**config.mk**
```make
export PLATFORM = sky130hd
export DESIGN_NAME = axi4_id_remapper
export DESIGN_NICKNAME = d
export VERILOG_FILES = /design/src/rtl/axi4_id_remapper_pkg.sv /design/src/rtl/axi4_id_remap_table.sv /design/src/rtl/axi4_id_remapper.sv
export SDC_FILE = /design/constraint.sdc
export NUM_CORES = 1
export LEC_CHECK = 0
export BUFFER_PORTS_ARGS = -buffer_cell sky130_fd_sc_hd__buf_2
export CORE_AREA = 2 2 215 217
export DETAILED_ROUTE_END_ITERATION = 10
export DIE_AREA = 0 0 217 219
export HOLD_SLACK_MARGIN = 0.15
export PLACE_DENSITY = 0.52
export SLEW_MARGIN = 20
export SYNTH_ARGS = -nofsm -noshare
export SYNTH_HDL_FRONTEND = slang
export SYNTH_SLANG_ARGS = --single-unit
```
**constraint.sdc**
```tcl
create_clock -name clock -period 3.6 [get_ports clock]
set_input_delay 0 -clock clock [delete_from_list [all_inputs] [get_ports clock]]
set_output_delay 0 -clock clock [all_outputs]
set_load 0.01 [all_outputs]
```
**src/rtl/axi4_id_remapper_pkg.sv**
```systemverilog
// axi4_id_remapper_pkg: slot geometry helpers and the allocation-table slot record
package axi4_id_remapper_pkg;
  // Widest inbound id and outstanding counter a slot record can hold.
  localparam int MAX_IN_ID_W = 32;
  localparam int MAX_CNT_W = 8;
  function automatic int nslot(input int out_id_w);
    return 1 << out_id_w;
  endfunction
  function automatic int cnt_w(input int max_out);
    return $clog2(max_out + 1);
  endfunction
  typedef struct packed {
    logic valid;
    logic [MAX_IN_ID_W-1:0] in_id;
    logic [MAX_CNT_W-1:0] cnt;
  } slot_t;
endpackage

```
**src/rtl/axi4_id_remap_table.sv**
```systemverilog
// axi4_id_remap_table: one direction's id allocation table (lookup, allocate on request, release on response)
module axi4_id_remap_table
  import axi4_id_remapper_pkg::*;
#(
  parameter int IN_ID_W = 8,
  parameter int OUT_ID_W = 2,
  parameter int MAX_OUT = 8
) (
  input  logic clock,
  input  logic reset,
  input  logic req_valid,
  input  logic req_ready,
  input  logic [IN_ID_W-1:0] req_id,
  output logic blocked,
  output logic [OUT_ID_W-1:0] alloc_idx,
  input  logic rel,
  input  logic [OUT_ID_W-1:0] rsp_idx,
  output logic [IN_ID_W-1:0] rsp_in_id,
  output logic busy
);
  localparam int NSLOT = nslot(OUT_ID_W);
  localparam int CW = cnt_w(MAX_OUT);
  localparam logic [MAX_CNT_W-1:0] FULL = MAX_CNT_W'(MAX_OUT);
  if (CW > MAX_CNT_W || IN_ID_W > MAX_IN_ID_W) begin : g_width_chk
    $error("axi4_id_remap_table: id or counter wider than the slot record");
  end
  slot_t tbl [NSLOT];
  logic hit, free, alloc;
  logic [OUT_ID_W-1:0] hit_idx, free_idx;
  // Find the slot already mapping this id, else the lowest free slot (descending scan so lowest wins).
  always_comb begin
    hit = 1'b0;
    free = 1'b0;
    hit_idx = '0;
    free_idx = '0;
    busy = 1'b0;
    for (int i = NSLOT - 1; i >= 0; i--) begin
      if (tbl[i].valid && tbl[i].in_id == MAX_IN_ID_W'(req_id)) begin
        hit = 1'b1;
        hit_idx = OUT_ID_W'(i);
      end
      if (!tbl[i].valid) begin
        free = 1'b1;
        free_idx = OUT_ID_W'(i);
      end
      busy = busy | tbl[i].valid;
    end
  end
  assign blocked = hit ? tbl[hit_idx].cnt == FULL : !free;
  assign alloc_idx = hit ? hit_idx : free_idx;
  assign alloc = req_valid & req_ready & !blocked;
  assign rsp_in_id = tbl[rsp_idx].in_id[IN_ID_W-1:0];
  // Count allocations up and releases down; a same-cycle pair cancels, a release at zero is ignored.
  always_ff @(posedge clock) begin
    for (int i = 0; i < NSLOT; i++) begin
      if (reset) begin
        tbl[i] <= '0;
      end else if (alloc && alloc_idx == OUT_ID_W'(i)) begin
        tbl[i].valid <= 1'b1;
        tbl[i].in_id <= MAX_IN_ID_W'(req_id);
        tbl[i].cnt <= (rel && rsp_idx == OUT_ID_W'(i)) ? (tbl[i].cnt == '0 ? MAX_CNT_W'(1) : tbl[i].cnt)
                                                       : tbl[i].cnt + MAX_CNT_W'(1);
      end else if (rel && rsp_idx == OUT_ID_W'(i)) begin
        tbl[i].valid <= tbl[i].cnt > MAX_CNT_W'(1);
        tbl[i].cnt <= tbl[i].cnt == '0 ? '0 : tbl[i].cnt - MAX_CNT_W'(1);
      end
    end
  end
endmodule

```
**src/rtl/axi4_id_remapper.sv**
```systemverilog
// axi4_id_remapper: squeezes wide AXI4 ids onto a small outbound id pool; AXI4_ID_REMAPPER_PERF_EN adds stall counters
module axi4_id_remapper
  import axi4_id_remapper_pkg::*;
#(
  parameter int IN_ID_W = 8,
  parameter int OUT_ID_W = 2,
  parameter int MAX_OUT = 8,
  parameter int AX_PAY_W = 53,
  parameter int W_PAY_W = 73,
  parameter int R_PAY_W = 66
) (
  input  logic clock,
  input  logic reset,
  input  logic in_aw_valid,
  output logic in_aw_ready,
  input  logic [IN_ID_W-1:0] in_aw_id,
  input  logic [AX_PAY_W-1:0] in_aw_pay,
  input  logic in_w_valid,
  output logic in_w_ready,
  input  logic [W_PAY_W-1:0] in_w_pay,
  output logic in_b_valid,
  input  logic in_b_ready,
  output logic [IN_ID_W-1:0] in_b_id,
  output logic [1:0] in_b_resp,
  input  logic in_ar_valid,
  output logic in_ar_ready,
  input  logic [IN_ID_W-1:0] in_ar_id,
  input  logic [AX_PAY_W-1:0] in_ar_pay,
  output logic in_r_valid,
  input  logic in_r_ready,
  output logic [IN_ID_W-1:0] in_r_id,
  output logic [R_PAY_W-1:0] in_r_pay,
  output logic in_r_last,
  output logic out_aw_valid,
  input  logic out_aw_ready,
  output logic [OUT_ID_W-1:0] out_aw_id,
  output logic [AX_PAY_W-1:0] out_aw_pay,
  output logic out_w_valid,
  input  logic out_w_ready,
  output logic [W_PAY_W-1:0] out_w_pay,
  input  logic out_b_valid,
  output logic out_b_ready,
  input  logic [OUT_ID_W-1:0] out_b_id,
  input  logic [1:0] out_b_resp,
  output logic out_ar_valid,
  input  logic out_ar_ready,
  output logic [OUT_ID_W-1:0] out_ar_id,
  output logic [AX_PAY_W-1:0] out_ar_pay,
  input  logic out_r_valid,
  output logic out_r_ready,
  input  logic [OUT_ID_W-1:0] out_r_id,
  input  logic [R_PAY_W-1:0] out_r_pay,
  input  logic out_r_last,
  output logic busy
`ifdef AXI4_ID_REMAPPER_PERF_EN
  ,
  output logic [31:0] aw_stall_cnt,
  output logic [31:0] ar_stall_cnt
`endif
);
  logic aw_blk, ar_blk, w_busy, r_busy;
  axi4_id_remap_table #(.IN_ID_W(IN_ID_W), .OUT_ID_W(OUT_ID_W), .MAX_OUT(MAX_OUT)) u_wr (
    .clock(clock), .reset(reset),
    .req_valid(in_aw_valid), .req_ready(out_aw_ready), .req_id(in_aw_id),
    .blocked(aw_blk), .alloc_idx(out_aw_id),
    .rel(out_b_valid & in_b_ready), .rsp_idx(out_b_id), .rsp_in_id(in_b_id),
    .busy(w_busy)
  );
  axi4_id_remap_table #(.IN_ID_W(IN_ID_W), .OUT_ID_W(OUT_ID_W), .MAX_OUT(MAX_OUT)) u_rd (
    .clock(clock), .reset(reset),
    .req_valid(in_ar_valid), .req_ready(out_ar_ready), .req_id(in_ar_id),
    .blocked(ar_blk), .alloc_idx(out_ar_id),
    .rel(out_r_valid & in_r_ready & out_r_last), .rsp_idx(out_r_id), .rsp_in_id(in_r_id),
    .busy(r_busy)
  );
  assign out_aw_valid = in_aw_valid & !aw_blk;
  assign in_aw_ready = out_aw_ready & !aw_blk;
  assign out_aw_pay = in_aw_pay;
  assign out_ar_valid = in_ar_valid & !ar_blk;
  assign in_ar_ready = out_ar_ready & !ar_blk;
  assign out_ar_pay = in_ar_pay;
  assign out_w_valid = in_w_valid;
  assign in_w_ready = out_w_ready;
  assign out_w_pay = in_w_pay;
  assign in_b_valid = out_b_valid;
  assign out_b_ready = in_b_ready;
  assign in_b_resp = out_b_resp;
  assign in_r_valid = out_r_valid;
  assign out_r_ready = in_r_ready;
  assign in_r_pay = out_r_pay;
  assign in_r_last = out_r_last;
  assign busy = w_busy | r_busy;
`ifdef AXI4_ID_REMAPPER_PERF_EN
  // Saturating counts of cycles where a request is presented but held off by the table.
  always_ff @(posedge clock) begin
    if (reset) begin
      aw_stall_cnt <= '0;
      ar_stall_cnt <= '0;
    end else begin
      aw_stall_cnt <= aw_stall_cnt + 32'(in_aw_valid & aw_blk & ~&aw_stall_cnt);
      ar_stall_cnt <= ar_stall_cnt + 32'(in_ar_valid & ar_blk & ~&ar_stall_cnt);
    end
  end
`endif
endmodule

```
# After elaboration in Yosys (flattened, before gate mapping)
# Memory sizes are Yosys's and may differ from the RTL's.
# Cells that the tools add are included.
classes:
  n_addsub: 16
  magnitude_cmp: 8
  eq_ne: 22
  muxes: 158
  bitwise_logic: 58
  n_reduce_logical: 40
op_table:
  columns: ["cell", "count"]
  rows:
  - ["$mux W8", 48]
  - ["$eq A32 B8 Y1", 8]
  - ["$mux W1", 92]
  - ["$add A8 B1 Y8 const B", 8]
  - ["$gt A8 B1 Y1 const B", 8]
  - ["$logic_not A8 Y1", 8]
  - ["$sub A8 B1 Y8 const B", 8]
  - ["$or A1 B1 Y1", 47]
  - ["$mux W2", 18]
  - ["$logic_and A1 B1 Y1", 24]
  - ["$eq A2 B2 Y1 const B", 8]
  - ["$eq A8 B4 Y1 const B", 2]
  - ["$and A1 B1 Y1", 11]
  - ["$eq A2 B1 Y1 const B", 4]
  - ["$logic_not A2 Y1", 4]
  - ["$logic_not A1 Y1", 4]
totals:
  register_bits: 0
  mem_bits_rw: 136
  elab_cells: 304
  n_memories: 2
memory_table:
  columns: ["memory", "words", "width", "rd", "rd_ports_with_merged_regs", "wr", "line", "source"]
  rows:
  - ["u_rd.tbl", 4, 17, 6, 0, 4, "axi4_id_remap_table.sv:27", "slot_t tbl [NSLOT];"]
  - ["u_wr.tbl", 4, 17, 6, 0, 4, "axi4_id_remap_table.sv:27", null]

# Depth between registers and ports, before layout
# Gate-level depths: netlist of run 1.
# An unclocked memory read counts as a cell.
depth:
  depth_word: 18
  mapped_depth: 12

# Hierarchy
# Synthesis of run 1 repeated with hierarchy kept, for this count alone.
unflattened:
  hier_cells: 1294
  area_unflattened_um2: 12215.5
modules_own_cells:
  columns: ["module", "n_inst", "cells_per_inst", "area_each_um2"]
  rows:
  - ["axi4_id_remap_table at u_rd", 1, 521, 5183.7]
  - ["axi4_id_remap_table at u_wr", 1, 512, 5081.1]
  - ["axi4_id_remapper", 1, 261, 1950.6]

# Worst setup path before layout of run 1
# OpenSTA, ideal clock, no wires.
synth_path:
  path_type: "reg-to-reg"
  start: "memory u_rd.tbl[3][4] (netlist bit)"
  end: "memory u_rd.tbl[3][0] (netlist bit), enable pin"
  arrival_ns: 2.639
  t_required_ns: 3.215
  path_slack_ns: 0.576
  path_stages_with_launch: 11
  n_path_buf: 2
  path_cell_list: "edfxtp_1 nor4_2 nand3_1 nor4_2 a211oi_2 or2_1 buf_6 nand3_1 nor2_1 clkbuf_1 a21boi_0"
synth_lines:
  columns: ["item", "line"]
  rows:
  - ["from (decl)", "axi4_id_remap_table.sv:27"]

==> flow_summary.ini, run 1 <==
[grt]
track_usage_pct = 11.70
antenna_found_initial = 0
grt_start_max_net_pins = 26
grt-ovfl-total = 0
grt_pass1_wl_mm = 44.64
grt_pass1_vias = 8378

[detailed_routing]
detail-route-antenna-nets = 0
wl_per_cell_um = 15.66
drc_errors = 0
vias = 9079
drt_iter0_markers = 626
via_per_inst = 4.731
drt_first_pass_iters = 5
routed_wirelength_mm = 30.06

[floorplan]
die_h_um = 219
die_x_um = 217
die_area_um2 = 47520
fp-row-count = 78
io_pins = 559
initial_core_util_pct = 26.24
design.core.area_um2 = 45090

[setup_path]
arrival_ns = 3.42
critPathMaxStageDelay_ns = 0.64
crit_path_top_delay_cell = nor2_1
rrSetupSlack_ns = 0.37
rr_worst_depth = 9
endpoint_kind = flop
rr_endpoint = u_rd.tbl[2][1]
path_class = reg2reg
endpoint = u_rd.tbl[2][1]
startpoint_type = flop
crit_fanout = 11
required_ns = 3.79
reg2reg_from = u_rd.tbl[2][10]
startpoint = u_rd.tbl[2][10]
path_cells = xnor2_1 -> nand4_1 -> or3_4 -> a211oi_2 -> or2_1 -> nand3_1 -> nor2_1 -> a21boi_0 -> buf_4

[sta]
finalSetupTns_ns = 0
tightest_slew_ns = 0.9467
holdWs_ns = 0.2088
layout_min_cycle_time_ns = 3.226
slew_headroom_pct = 36.30
timing.final.hold_violations = 0
drv_slew = 0
rsz0062_at_grt = no
fmax_mhz = 310.0
skew_ns = 0.01013
setup_viol = 0
fin_crit_sh_pct = 89.61

[clocking]
max-clock-path-buffers = 2
tritoncts = yes
clkSlewWorstSetupHoldPaths_ns = 0.06
cts_made_buffers = 17
postCtsSetupBuffers = 0
root_buffer = clkbuf_16
htreeDepth = 4
cts.sinks = 136
clock_latency_ns = 0.44

[place]
io_buffers = 60
place_inst = 1622
place.gp.congestion = 0.8302
placed_area_um2 = 10790
hpwl_mm = 20.27

[outcome]
status = finished, final reports clean

[yosys]
synthCells = 1256
syn_avg_cell_area_um2 = 9.421
ys_warn_count = 0
synth_fp_nets = 1568
synth_cell_types = 80
synth_seq_area_share_pct = 34.51
synth_area_um2 = 11830
synth-seq-cells = 136
synth-edff-count = 136
synthFlopType = edfxtp_1
async_reset_ff_share_pct = 0

[run]
cap_violations = 0

[final_layout]
n_antenna_cell = 0
nNetsFinal = 1619
final_cells = 1919
final_layout_size_suffix_gt1_share_pct = 13.27
syn_to_final_growth_pct = 19.02
final_cell_area_um2 = 14080

[power]
p_per_area_nw_per_um2 = 343.3
p_leak_nw = 5.184
irDropWorstVdd_mv = 0.2150

[hold_path]
hp-class = in2out
[cell type report]
class,count,area [um^2]
fill,4662,31000
multi-input combinational,766,5356
sequential,136,4084
timing repair buffer,347,3120
tap,600,750.7
clock buffer,17,425.4
clock inverter,14,200.2
inverter,39,146.4
[stage by stage]
stage	total power [mW]	setup slack [ns]	utilization, %
final	4.834	0.3741	31.24
after global routing	5.049	0.1134	31.24
after CTS	4.895	0.2048	31.23
after detailed placement	2.641	0.2388	23.93
after global placement	2.630	0.2475	23.93
after floorplan	2.739	0.5759	-
[worst min-delay path by stage]
stage                       startpoint              end  depth (start not counted)
final                      out_r_valid       in_r_valid                          2
after global routing        out_r_last        in_r_last                          2
after floorplan           out_ar_ready      in_ar_ready                          2
after CTS                  out_b_valid  u_wr.tbl[3][16]                          3
after detailed placement  out_r_pay[0]      in_r_pay[0]                          0
after global placement    out_r_pay[0]      in_r_pay[0]                          0
[repair_timing]
| action | CTS | global route |
|---|---|---|
| hold buffers | 266 | 0 |
| endpoints found under the hold margin | 314 | 0 |
| resized for setup | 0 | 2 |
| setup endpoints to repair | 0 | 9 |
[report_power, final]
group | internal [mW] | leakage (nW) | switching, mW | total [mW]
sequential | 1.87 | 1.41 | 0.132 | 2.00
clock | 1.16 | 0.298 | 0.738 | 1.90
combinational | 0.450 | 3.47 | 0.484 | 0.934
[cell families (layout without fill, tap and decap cells)]
| family | count (synthesis) | after routing | share of synthesized area, % |
|---|---|---|---|
| fa+ha+maj | 32 | 32 | 3.384 |
| mux | 21 | 21 | 3.511 |
| buf+inv | 354 | 417 | 20.25 |
| flops | 136 | 136 | 34.51 |
| simple gates | 447 | 447 | 20.97 |
| compound gates | 194 | 194 | 11.98 |
| xor+xnor | 72 | 72 | 5.393 |
[cell usage in the layout, fill, tap and decap left out, types with 25 or more instances in the layout]
cell           instances
a21oi_1               33
o21ai_0               25
edfxtp_1             136
nor2_1                58
buf_2                 60
and2_1                78
nand2_1               82
and3_1                27
nand2b_1              29
xnor2_1               67
nor3_1                32
nand3_1               43
ha_1                  32
dlygate4sd3_1        266
inv_1                 38
[sequential cells by signal, summed over array words and instances (netlist names)]
name,count
u_wr.tbl,68
u_rd.tbl,68
[layer usage]
metal	GRT usage, %	routed length [um]	vias to the layer above
met3	2.204	1527	16
met5	0	0	-
met2	19.60	15050	324
met1	15.52	13260	4395
met4	2.854	225	0
li1	-	-	4344
[critical path, delay by kind of cell, from the launching register on]
| kind | cells | cell delay [ns] |
|---|---|---|
| flip-flops | 1 | 0.40 |
| AND/OR/NAND/NOR | 5 | 1.73 |
| XOR/XNOR | 1 | 0.19 |
| AO/OA/AOI/OAI | 2 | 0.41 |
| buffers and inverters | 1 | 0.23 |
[cells in the mapped netlist, drive strengths merged (6+ instances only)]
master	n	area (um^2)
o211ai	8	70.06
nor3	37	222.7
ha	32	400.4
nor4	24	190.2
buf	290	2156
nor2	58	217.7
a22oi	7	52.55
mux4	16	360.4
nand2b	29	181.4
and2	81	509.2
o21ai	26	133.9
nand3	45	235.2
a21oi	36	191.4
edfxtp	136	4084
a211oi	10	90.09
and3	27	168.9
nand2	82	307.8
o22ai	6	37.54
or3	19	123.9
inv	39	146.4
xnor2	68	603.1
clkbuf	25	93.84
a221oi	23	201.4
a31oi	25	162.6
o31ai	8	60.06
nor3b	7	62.56
nand4	16	100.1
a211o	6	52.55
or2	9	56.31
No activity file was read; power rests on OpenSTA's default activity.
==> run 2, diff against run 1 <==
==> constraint.sdc (replaced) <==
create_clock -name clock -period 3.6 [get_ports clock]
set_input_delay 0 -clock clock [delete_from_list [all_inputs] [get_ports clock]]
set_output_delay 0 -clock clock [all_outputs]
set_load 0.05 [all_outputs]
==> run 2 against run 1 <==
  * Maximum frequency is 0.17% higher
  * Utilization stayed put
  * Via count hardly changed
  * Critical path depth stayed put
  * Clock skew hardly changed
  * Final area stayed put
  * Sequential cell count stayed put
  * Worst hold slack hardly changed
  * Non-clock buffer count stayed put
  * Highest routed layer unchanged
==> flow_summary.ini, run 2 (same netlist as run 1, synthesis figures left out) <==
[power]
irDropWorstVdd_mv = 0.2156
sw_frac_of_total_pct = 35.14
power.share.clock_pct = 35.4
p_leak_nw = 5.184
p_int_mw = 3.480
pwr-share-seq_pct = 37.3
power_mw = 5.365
p_per_area_nw_per_um2 = 380.9
p_sw_mw = 1.885
comb_power_share_pct = 27.3

[detailed_routing]
drt_iter0_markers = 691
drt_first_pass_iters = 5
wl_per_cell_um = 15.71
vias = 9080
detail-route-antenna-nets = 0
routed_wirelength_mm = 30.14
drc_errors = 0
via_per_inst = 4.732

[floorplan]
initial_core_util_pct = 26.24
fp-row-count = 78
die_x_um = 217
io_pins = 559
die_area_um2 = 47520
design.core.area_um2 = 45090
die_h_um = 219

[grt]
track_usage_pct = 11.70
antenna_found_initial = 0
grt_use_met2_pct = 19.60
grt_pass1_wl_mm = 44.64
use_met3_pct = 2.204
grt-ovfl-total = 0
busiest_layer = met2
use_met1_pct = 15.52
grt_pass1_vias = 8378
grt_start_max_net_pins = 26

[sta]
fmax_mhz = 310.5
drv_slew = 0
slew_headroom_pct = 37.37
finalSetupTns_ns = 0
setup_viol = 0
rsz0062_at_grt = no
tightest_slew_ns = 0.9308
timing.final.hold_violations = 0
layout_min_cycle_time_ns = 3.220
fin_crit_sh_pct = 89.45
skew_ns = 0.009661

[final_layout]
mostFrequentLayoutCell = dlygate4sd3_1
final_cell_mix = dlygate4sd3_1 (266), edfxtp_1 (136), nand2_1 (82), and2_1 (78), xnor2_1 (67)
num-fill-cells = 4662
final_layout_size_suffix_gt1_share_pct = 13.27
syn_to_final_growth_pct = 19.02
nNetsFinal = 1619
reg_top3 = u_rd.tbl: 68 flops, u_wr.tbl: 68 flops
final_cell_area_um2 = 14080
n_antenna_cell = 0

[clocking]
cts.sinks = 136
cts_made_buffers = 17
clock_latency_ns = 0.44
max-clock-path-buffers = 2
clkSlewWorstSetupHoldPaths_ns = 0.06
tritoncts = yes
root_buffer = clkbuf_16
htreeDepth = 4

[place]
placed_area_um2 = 10790
io_buffers = 60
hpwl_mm = 20.27
place.gp.congestion = 0.8302

[hold_path]
hp-class = in2reg

[setup_path]
critPathMaxStageDelay_ns = 0.63
required_ns = 3.80
crit_family = simple AND/OR/NAND/NOR gates
path_cells = xnor2_1 -> nand4_1 -> or3_4 -> a211oi_2 -> or2_1 -> nand3_1 -> nor2_1 -> a21boi_0 -> buf_4
worst-path-buf-inv = 1
endpoint_kind = flop
path_class = reg2reg
startpoint_type = flop
crit_fanout = 11
crit_path_top_delay_cell = nor2_1
arrival_ns = 3.42

[outcome]
status = finished, final reports clean

[run]
cap_violations = 0
==> run 2: worst paths after layout <==
check	end	startpoint	slack (ns)	depth (start not counted)
setup / recovery	u_rd.tbl[2][5]	u_rd.tbl[2][10]	0.38	9
hold / removal	u_wr.tbl[3][16]	out_b_valid	0.21	3
setup reg to reg	u_rd.tbl[2][5]	u_rd.tbl[2][10]	0.38	9
hold reg to reg	u_wr.tbl[0][7]	u_wr.tbl[0][7]	0.63	1
==> run 2: repair_timing <==
| action | 4_1_cts | 5_1_grt |
|---|---|---|
| setup buffers | 0 | 0 |
| resized for setup | 0 | 2 |
| hold buffers | 266 | 0 |
| hold endpoints to repair | 314 | 0 |
| setup endpoints to repair | 0 | 9 |
==> run 2: routing by layer <==
| layer | routed length, um | part of all wire [%] |
|---|---|---|
| met1 | 13220 | 44 |
| met2 | 15100 | 50 |
| met3 | 1569 | 5.2 |
| met4 | 255 | 0.85 |
| met5 | 0 | 0 |
==> run 2: area by class of cell <==
type	instances	area, um^2	area share, %
repair buffers	347	3120	22.16
flip-flops and latches	136	4084	29.00
clock buffers	17	425.4	3.021
inverters	39	146.4	1.039
multi-input cells	766	5356	38.03
well taps	600	750.7	5.330
clock inverters	14	200.2	1.421
==> run 2: tightest hold or removal path: cells and delay by family <==
family,cells,cell delay (ns)
buffers and inverters,1,0.11
AND/OR/NAND/NOR,2,0.36
==> run 2: per-stage QoR <==
stage	utilization (%)	std cells	hold slack, ns	setup slack (ns)
after floorplan	-	1256	0.1671	0.2696
after global placement	23.93	1622	0.0003409	0.2475
after detailed placement	23.93	1622	0.0003409	0.2388
after CTS	31.23	1919	0.1766	0.2048
after global routing	31.24	1919	0.2423	0.1134
final	31.24	1919	0.2086	0.3797
==> run 2: power by group through the flow <==
stage | sequential, mW | clock (mW) | combinational [mW]
after CTS | 2.00 | 1.95 | 1.47
after global placement | 2.03 | 0 | 0.682
final | 2.00 | 1.90 | 1.46
after floorplan | 1.97 | 0 | 1.31
after global routing | 2.02 | 2.01 | 1.55
after detailed placement | 2.03 | 0 | 0.689
==> run 3, diff against run 2 <==
--- a/config.mk
+++ b/config.mk
@@ -11,6 +11,7 @@
 export DIE_AREA = 0 0 217 219
 export HOLD_SLACK_MARGIN = 0.15
 export PLACE_DENSITY = 0.52
+export RECOVER_POWER = 25
 export SLEW_MARGIN = 20
 export SYNTH_ARGS = -nofsm -noshare
 export SYNTH_HDL_FRONTEND = slang
==> run 3 against run 2 <==
  * Wire length about the same
  * Sequential cell count unchanged
  * Worst setup slack better by 0.019 ns
  * Combinational power about the same
  * Worst hold slack better by 0.0013 ns
  * Non-clock buffer count unchanged
  * Final area about the same
  * Die area unchanged
  * Clock skew about the same
  * Cell count unchanged
  * Critical endpoint unchanged
  * Largest cell class unchanged
  * Largest power group unchanged
==> flow_summary.ini, run 3 (same netlist as run 1, synthesis figures left out) <==
[outcome]
status = finished, final reports clean

[setup_path]
worst-path-buf-inv = 1
startpoint_type = flop
rr_endpoint = u_rd.tbl[2][5]
path_cells = xnor2_1 -> nand4_1 -> or3_4 -> a211oi_2 -> or2_1 -> nand3_1 -> nor2_1 -> a21boi_0 -> buf_4
critPathMaxStageDelay_ns = 0.62
endpoint = u_rd.tbl[2][5]
startpoint = u_rd.tbl[2][10]
arrival_ns = 3.40
required_ns = 3.79
path_class = reg2reg
crit_fanout = 11
endpoint_kind = flop
rrSetupSlack_ns = 0.40
crit_path_top_delay_cell = nor2_1
crit_cells = 9
rr_worst_depth = 9
crit_family = simple AND/OR/NAND/NOR gates
reg2reg_from = u_rd.tbl[2][10]

[place]
place_inst = 1622
place_ws_ns = 0.2388
place.gp.congestion = 0.8302
hpwl_mm = 20.27
placed_area_um2 = 10790
io_buffers = 60

[floorplan]
design.core.area_um2 = 45090
fp-row-count = 78
die_h_um = 219
io_pins = 559
initial_core_util_pct = 26.24
die_area_um2 = 47520
die_x_um = 217

[clocking]
cts_made_buffers = 17
max-clock-path-buffers = 2
cts.sinks = 136
htreeDepth = 4
root_buffer = clkbuf_16
tritoncts = yes
postCtsSetupBuffers = 0
clkSlewWorstSetupHoldPaths_ns = 0.06
clock_latency_ns = 0.44

[final_layout]
syn_to_final_growth_pct = 18.97
final_cells = 1919
multi_input_area_um2 = 5356
mostFrequentLayoutCell = dlygate4sd3_1
regArea_um2 = 4084
num-fill-cells = 4667
nNetsFinal = 1619
reg_top3 = u_rd.tbl: 68 flops, u_wr.tbl: 68 flops
final_cell_area_um2 = 14080
final_layout_size_suffix_gt1_share_pct = 12.89
n_antenna_cell = 0
final_cell_mix = dlygate4sd3_1 (266), edfxtp_1 (136), nand2_1 (82), and2_1 (78), xnor2_1 (67)

[detailed_routing]
detail-route-antenna-nets = 0
routed_wirelength_mm = 30.14
drc_errors = 0
drt_iter0_markers = 688
wl_per_cell_um = 15.71
vias = 9088
drt_first_pass_iters = 9
via_per_inst = 4.736

[grt]
grt_start_max_net_pins = 26
grt_pass1_wl_mm = 44.64
grt_pass1_vias = 8378
track_usage_pct = 11.70
grt-ovfl-total = 0
antenna_found_initial = 0

[sta]
finalSetupTns_ns = 0
fmax_mhz = 312.4
rsz0062_at_grt = no
fin_ws_ns = 0.3986
skew_ns = 0.009787
drv_slew = 0
tightest_slew_ns = 0.8264
setup_viol = 0
fin_crit_sh_pct = 88.93
slew_headroom_pct = 44.40
layout_min_cycle_time_ns = 3.201
timing.final.hold_violations = 0

[power]
power_mw = 5.362
p_per_area_nw_per_um2 = 380.9
irDropWorstVdd_mv = 0.2154
p_leak_nw = 5.171

[hold_path]
hp-class = in2reg

[run]
cap_violations = 0
run 3: cell count changes in the layout (fill, tap and decap cells not counted):
cell,previous run,this run
clkbuf_1,0,5
buf_2,60,55
run 3: what timing repair did:
item,CTS,global route
resized for setup,0,2
hold buffers,266,0
hold endpoints to repair,314,0
setup endpoints to repair,0,9
run 3: final cells by class:
type	count	area share, %
multi-input combinational	766	38.05
sequential	136	29.01
timing repair buffer	347	22.12
tap	600	5.333
clock buffer	17	3.022
clock inverter	14	1.422
inverter	39	1.040
run 3: metrics by stage:
stage               util [%]  hold WS, ns
floorplan                  -       0.1671
global placement       23.93    0.0003409
detailed placement     23.93    0.0003409
CTS                    31.23       0.1766
global route           31.22       0.2429
finish                 31.22       0.2099
run 3: worst min-delay path by stage:
stage / from / end / cells past startpoint
floorplan: out_b_resp[0] / in_b_resp[0] / 1
global placement: out_r_pay[0] / in_r_pay[0] / 0
detailed placement: out_r_pay[0] / in_r_pay[0] / 0
CTS: out_b_valid / u_wr.tbl[3][16] / 3
global route: out_b_valid / u_wr.tbl[3][16] / 3
finish: out_b_valid / u_wr.tbl[3][16] / 3
run 3: layer usage:
| metal | up-vias | wire length [um] | track usage, % |
|---|---|---|---|
| met3 | 18 | 1686 | 2.204 |
| met4 | 0 | 234 | 2.854 |
| li1 | 4347 | - | - |
| met2 | 336 | 15120 | 19.60 |
| met1 | 4387 | 13110 | 15.52 |
| met5 | - | 0 | 0 |
run 3: worst reg2reg max path, delay by kind of cell (launching register included):
kind                   cells  cell delay, ns
XOR/XNOR                   1            0.19
buffers and inverters      1            0.23
AO/OA/AOI/OAI              2            0.41
AND/OR/NAND/NOR            5            1.72
flip-flops                 1            0.40
run 3: report_power, final:
group          internal, mW  total [mW]  switching (mW)
combinational         0.449        1.46            1.01
sequential             1.87        2.00           0.133
clock                  1.16        1.90           0.737
total                  3.48        5.36            1.88
